## config.mk

```make
export PLATFORM = sky130hd
export DESIGN_NAME = damage_resolver
export DESIGN_NICKNAME = d
export VERILOG_FILES = /design/src/rtl/damage_resolver.sv
export SDC_FILE = /design/constraint.sdc
export NUM_CORES = 1
export LEC_CHECK = 0
export BUFFER_PORTS_ARGS = -buffer_cell sky130_fd_sc_hd__buf_2
export CAP_MARGIN = 5
export CELL_PAD_IN_SITES_DETAIL_PLACEMENT = 1
export CELL_PAD_IN_SITES_GLOBAL_PLACEMENT = 1
export CORE_MARGIN = 4
export CORE_UTILIZATION = 25
export DETAILED_ROUTE_END_ITERATION = 6
export PLACE_DENSITY = 0.58
export SETUP_SLACK_MARGIN = 0.1
export SLEW_MARGIN = 0
export SYNTH_ARGS = -nofsm -noshare
export SYNTH_HDL_FRONTEND = slang
export SYNTH_SLANG_ARGS = --single-unit
```

## constraint.sdc

```tcl
create_clock -name clk -period 9.06 [get_ports clk]
set_input_delay 0.453 -clock clk [delete_from_list [all_inputs] [get_ports clk]]
set_output_delay 0.453 -clock clk [all_outputs]
set_load 0.005 [all_outputs]
```

## src/rtl/damage_resolver.sv

```systemverilog
// damage_resolver
//   Frame-stage consumer of the battle-front results. Owns HP for 16 friendly
//   slots, 16 enemy slots and the two towers. When the fronts are in contact it
//   applies one exchange of blows per frame. It reports unit kills as one-cycle
//   pulses and tower destruction as sticky towerDown bits.
//
//   Optional feature: define TOWER_REGEN_EN so that a no-contact frame heals
//   each surviving tower by 1 HP, saturating at TOWER_HP.
//
// Ports
//   clk, rst_n                      clock, async active-low reset
//   Start / Ack / Done              frame handshake (Done high while in DONE)
//   friendlyFront, enemyFront       9-bit front positions, latched on Start
//   unitDamageSelect                friendly attacker/target ([4]=tower, else slot)
//   enemyDamageSelect               enemy attacker/target ([4]=tower, else slot)
//   unitTypes, enemyTypes           packed 2-bit types, slot i = [2i+1:2i]
//   spawnUnit/Idx, spawnEnemy/Idx   load UNIT_HP into a slot (any state)
//   unitKill/Idx, enemyKill/Idx     one-cycle kill pulses with slot index
//   friendlyTowerHP, enemyTowerHP   tower HP
//   towerDown                       [0]=friendly, [1]=enemy tower dead (sticky)
module damage_resolver #(
    parameter int unsigned UNIT_HP   = 8,
    parameter int unsigned TOWER_HP  = 64,
    parameter int unsigned DMG1      = 1,
    parameter int unsigned DMG2      = 2,
    parameter int unsigned DMG3      = 4,
    parameter int unsigned TOWER_DMG = 2
) (
    input  logic        clk,
    input  logic        rst_n,
    input  logic        Start,
    input  logic        Ack,
    input  logic [8:0]  friendlyFront,
    input  logic [8:0]  enemyFront,
    input  logic [4:0]  unitDamageSelect,
    input  logic [4:0]  enemyDamageSelect,
    input  logic [31:0] unitTypes,
    input  logic [31:0] enemyTypes,
    input  logic        spawnUnit,
    input  logic [3:0]  spawnUnitIdx,
    input  logic        spawnEnemy,
    input  logic [3:0]  spawnEnemyIdx,
    output logic        unitKill,
    output logic [3:0]  unitKillIdx,
    output logic        enemyKill,
    output logic [3:0]  enemyKillIdx,
    output logic [7:0]  friendlyTowerHP,
    output logic [7:0]  enemyTowerHP,
    output logic [1:0]  towerDown,
    output logic        Done
);

    localparam logic [7:0] UNIT_HP_V   = 8'(UNIT_HP);
    localparam logic [7:0] TOWER_HP_V  = 8'(TOWER_HP);
    localparam logic [7:0] TOWER_DMG_V = 8'(TOWER_DMG);

    typedef enum logic [4:0] {
        IDLE  = 5'b00001,
        CHECK = 5'b00010,
        APPLY = 5'b00100,
        KILL  = 5'b01000,
        DONE  = 5'b10000
    } state_t;

    state_t     state;
    logic [7:0] unit_hp  [16];
    logic [7:0] enemy_hp [16];
    logic [8:0] f_front, e_front;
    logic [4:0] u_sel, e_sel;
    logic       died_u, died_e;

    function automatic logic [7:0] type_dmg(input logic [1:0] t);
        case (t)
            2'b01:   type_dmg = 8'(DMG1);
            2'b10:   type_dmg = 8'(DMG2);
            2'b11:   type_dmg = 8'(DMG3);
            default: type_dmg = '0;
        endcase
    endfunction

    function automatic logic [7:0] sat_sub(input logic [7:0] a, input logic [7:0] b);
        sat_sub = (a > b) ? (a - b) : '0;
    endfunction

    logic [7:0] f_dmg, e_dmg, u_old, u_new, e_old, e_new;
    logic       u_dies, e_dies, e_spawn_hit, u_spawn_hit;

    // Damage dealt by each side and the resulting target HP, from the latched selects
    always_comb begin
        f_dmg = u_sel[4] ? TOWER_DMG_V : type_dmg(unitTypes[{u_sel[3:0], 1'b0} +: 2]);
        e_dmg = e_sel[4] ? TOWER_DMG_V : type_dmg(enemyTypes[{e_sel[3:0], 1'b0} +: 2]);
        u_old = u_sel[4] ? friendlyTowerHP : unit_hp[u_sel[3:0]];
        e_old = e_sel[4] ? enemyTowerHP : enemy_hp[e_sel[3:0]];
        u_new = sat_sub(u_old, e_dmg);
        e_new = sat_sub(e_old, f_dmg);
        u_dies = (u_old != '0) && (u_new == '0);
        e_dies = (e_old != '0) && (e_new == '0);
        // A spawn landing on the target in the APPLY cycle overrides the hit
        u_spawn_hit = spawnUnit  && !u_sel[4] && (spawnUnitIdx  == u_sel[3:0]);
        e_spawn_hit = spawnEnemy && !e_sel[4] && (spawnEnemyIdx == e_sel[3:0]);
    end

    always_ff @(posedge clk or negedge rst_n) begin
        if (!rst_n) begin
            state           <= IDLE;
            for (int unsigned i = 0; i < 16; i++) begin
                unit_hp[i]  <= '0;
                enemy_hp[i] <= '0;
            end
            f_front         <= '0;
            e_front         <= '0;
            u_sel           <= '0;
            e_sel           <= '0;
            died_u          <= 1'b0;
            died_e          <= 1'b0;
            unitKill        <= 1'b0;
            unitKillIdx     <= '0;
            enemyKill       <= 1'b0;
            enemyKillIdx    <= '0;
            friendlyTowerHP <= TOWER_HP_V;
            enemyTowerHP    <= TOWER_HP_V;
            towerDown       <= '0;
            Done            <= 1'b0;
        end else begin
            unitKill  <= 1'b0;
            enemyKill <= 1'b0;
            case (state)
                IDLE: begin
                    if (Start) begin
                        f_front <= friendlyFront;
                        e_front <= enemyFront;
                        u_sel   <= unitDamageSelect;
                        e_sel   <= enemyDamageSelect;
                        state   <= CHECK;
                    end
                end
                CHECK: begin
                    if (e_front >= f_front) begin
                        state <= APPLY;
                    end else begin
                        state <= DONE;
                        Done  <= 1'b1;
`ifdef TOWER_REGEN_EN
                        if (!towerDown[0] && (friendlyTowerHP < TOWER_HP_V))
                            friendlyTowerHP <= friendlyTowerHP + 8'd1;
                        if (!towerDown[1] && (enemyTowerHP < TOWER_HP_V))
                            enemyTowerHP <= enemyTowerHP + 8'd1;
`endif
                    end
                end
                APPLY: begin
                    if (e_sel[4]) enemyTowerHP <= e_new;
                    else          enemy_hp[e_sel[3:0]] <= e_new;
                    if (u_sel[4]) friendlyTowerHP <= u_new;
                    else          unit_hp[u_sel[3:0]] <= u_new;
                    died_e <= e_dies && !e_spawn_hit;
                    died_u <= u_dies && !u_spawn_hit;
                    state  <= KILL;
                end
                KILL: begin
                    if (died_e) begin
                        if (e_sel[4]) towerDown[1] <= 1'b1;
                        else begin
                            enemyKill    <= 1'b1;
                            enemyKillIdx <= e_sel[3:0];
                        end
                    end
                    if (died_u) begin
                        if (u_sel[4]) towerDown[0] <= 1'b1;
                        else begin
                            unitKill    <= 1'b1;
                            unitKillIdx <= u_sel[3:0];
                        end
                    end
                    state <= DONE;
                    Done  <= 1'b1;
                end
                DONE: begin
                    if (Ack) begin
                        Done  <= 1'b0;
                        state <= IDLE;
                    end
                end
                default: state <= IDLE;
            endcase
            // Spawns come last so they take priority over an APPLY write to the same slot
            if (spawnUnit)  unit_hp[spawnUnitIdx]   <= UNIT_HP_V;
            if (spawnEnemy) enemy_hp[spawnEnemyIdx] <= UNIT_HP_V;
        end
    end

endmodule

```

==> impl_metrics.toml <==
[yosys]
ys_seq_elements = 320
synth_cells = 1556
mappedNetlistNets = 1679
yosys_warnings = 0
async_flop_share_pct = 100
synth.avg_cell_area_um2 = 10.7
ys.flop_type = "dfrtp_1"
ys_types = 71
ys_seq_area_share_pct = 47.9
synth_area_um2 = 16700
synth_enable_flop_cells = 0

[routing]
drcViolationCount = 0
wire_per_inst_um = 21.2
postRouteAntennaNets = 0
firstDrtPassIters = 5
vias = 12500
drt_iter0_markers = 582
drt-total-wl_um = 53900
viasPerCell = 4.91

[sta]
period_share_pct = 57.2
min_period_ns = 5.18
final-max-slew-violation-count = 0
hold_viol_final = 4
worst_pin_slew_ns = 1.33
rsz0062_at_grt = "false"
whs_ns = -0.00806
setup_viol = 0
slew_headroom_pct = 10.8
timing.fmax_mhz = 193
fin_worst_skew_ns = 0.0198
totalNegativeSetupSlack_ns = 0

[grt]
gr-usage-all-layers_pct = 15.2
grt_pass1_wl_um = 84400
grt_pass1_vias = 13600
grt_max_degree = 127
antenna_found_initial = 1
overflow = 0

[clock_network]
cts_buffer_depth = 3
post_cts_buffers = 0
clk_pin_slew_ns = 0.06
cts-root-buf = "clkbuf_16"
cts_resized = 0
worst_skew_pair.late_latency_ns = 0.55
numCtsBuffers = 38
tritoncts = "built"
cts_hold_buf = 0
htreeDepth = 2
cts.sinks = 320

[worst_hold_path]
hp-class = "input port to asynchronous set/reset pin"

[floorplan]
start_util_pct = 25.3
die_w_um = 267
die_y_um = 267
core_um2 = 66000
die_area_um2 = 71100
io_pins = 135
rows = 94

[pwr]
leakagePower_nw = 8.30
power_density_nw_per_um2 = 346
peakVddDrop_mv = 0.223

[worst_setup_path]
critPathRequiredTime_ns = 9.46
cp_max_fo = 54
critPathLaunchType = "register"
rr_worst_depth = 16
cp-end-kind = "register"
cp_data_arrival_time_ns = 5.58
critical_path_class = "register to register"

[final_layout]
final_cell_mix = "317 x nor2_1, 315 x dfrtp_1, 204 x mux2i_1"
syn2layout_area_growth_pct = 15.7
layout-drive-gt1-share_pct = 20.7
fin_util_pct = 29.3
final_common_cell = "nor2_1"
layout.nets = 1773
final_area_um2 = 19300

[run_status]
violations = "hold timing"
status = "finished, violations left"

[placement]
postPlaceCellArea_um2 = 18200
gp_congestion = 0.808
dp_hpwl_um = 37400
io_buffers = 134

[run]
cap_viol_max_count = 0
worst paths after layout:
path / slack [ns] / startpoint / to
setup / recovery: 3.88 / e_sel[1]$_DFFE_PN0P_ / enemy_hp[50]$_DFF_PN0_
hold / removal: -0.008 / rst_n / unit_hp[123]$_DFF_PN0_
setup reg to reg: 3.88 / e_sel[1]$_DFFE_PN0P_ / enemy_hp[50]$_DFF_PN0_
hold reg to reg: 0.47 / towerDown[0]$_DFFE_PN0P_ / towerDown[0]$_DFFE_PN0P_
max in group asynchronous: 7.43 / rst_n / e_sel[1]$_DFFE_PN0P_
min in group clk: 0.12 / friendlyFront[7] / f_front[7]$_DFFE_PN0P_
final cells by class:
| class | count | area [um2] |
|---|---|---|
| antenna | 1 | 2.50 |
| clock buffer | 62 | 1120 |
| clock inverter | 6 | 36.3 |
| fill | 7417 | 46600 |
| inverter | 25 | 93.8 |
| multi-input combinational | 1106 | 8120 |
| sequential | 320 | 8020 |
| tap | 864 | 1080 |
| timing repair buffer | 159 | 868 |
layer usage:
metal  vias to the layer above  GRT usage, %  wire length, um
met1                      6399          21.0            25200
met5                         -             0                0
met4                         0          3.93             1250
met3                        72          2.62             2560
li1                       5741             -                -
met2                       265          24.8            24900
worst max-delay path, stage by stage (launching register included):
cell     delay, ns
dfrtp_4       0.48
buf_4         0.76
mux2i_1       0.36
o22ai_1       0.12
nor3_1        0.24
o21ai_0       0.13
o21ai_0       0.19
ha_1          0.28
fa_1          0.22
inv_1         0.05
a21oi_1       0.26
a31o_2        0.19
nand2_1       0.11
nor2_1        0.70
nor2_1        0.47
mux2i_1       0.28
nor2_1        0.06
state kept, by name, indices dropped and copies added, names as in the netlist:
register,flops
enemyTowerHP,8
unitKillIdx,4
towerDown,2
e_front,9
u_sel,5
unit_hp,128
enemy_hp,128
Done,1
died_u,1
unitKill,1
state,5
friendlyTowerHP,8
f_front,9
e_sel,5
enemyKillIdx,4
enemyKill,1
died_e,1
per-stage QoR:
stage	instances	setup slack, ns	total power (W)
floorplan	1556	4.41	0.00417
global placement	2474	3.93	0.00516
detailed placement	2474	3.78	0.00526
CTS	2542	3.75	0.00676
global route	2542	3.47	0.00712
finish	2543	3.88	0.00669
Yosys cell counts, types with 13 or more instances:
master	count	area share, %
nor2_1	318	7.1
dfrtp_1	317	47
mux2i_1	204	12
nand2_1	85	1.9
a211oi_1	57	2.6
mux4_2	49	6.6
o21ai_0	46	1.4
clkbuf_1	40	0.90
o22ai_1	28	1.0
a211oi_2	27	2.0
buf_1	27	0.61
nor3_1	27	0.81
buf_2	25	0.75
inv_1	25	0.56
mux2_2	25	1.7
a21oi_1	22	0.66
nand3_1	22	0.66
nand2b_1	16	0.60
ha_1	15	1.1
nand3b_1	13	0.58
report_power, final:
| group | leakage [nW] | switching (W) | internal [W] |
|---|---|---|---|
| Clock | 0.564 | 0.000621 | 0.000846 |
| Sequential | 4.09 | 0.000225 | 0.00170 |
| Combinational | 3.65 | 0.00219 | 0.00111 |
cell families (layout without fill, tap and decap cells):
logic type / after synthesis / after routing / synth area share, %
fa+ha+maj: 17 / 17 / 1.36
other cells: 0 / 1 / 0
mux: 281 / 281 / 20.9
flops: 320 / 320 / 47.9
xor+xnor: 17 / 17 / 0.890
buf+inv: 130 / 252 / 3.55
compound gates: 257 / 257 / 11.5
simple gates: 534 / 534 / 13.9
No activity file was read; power rests on OpenSTA's default activity.
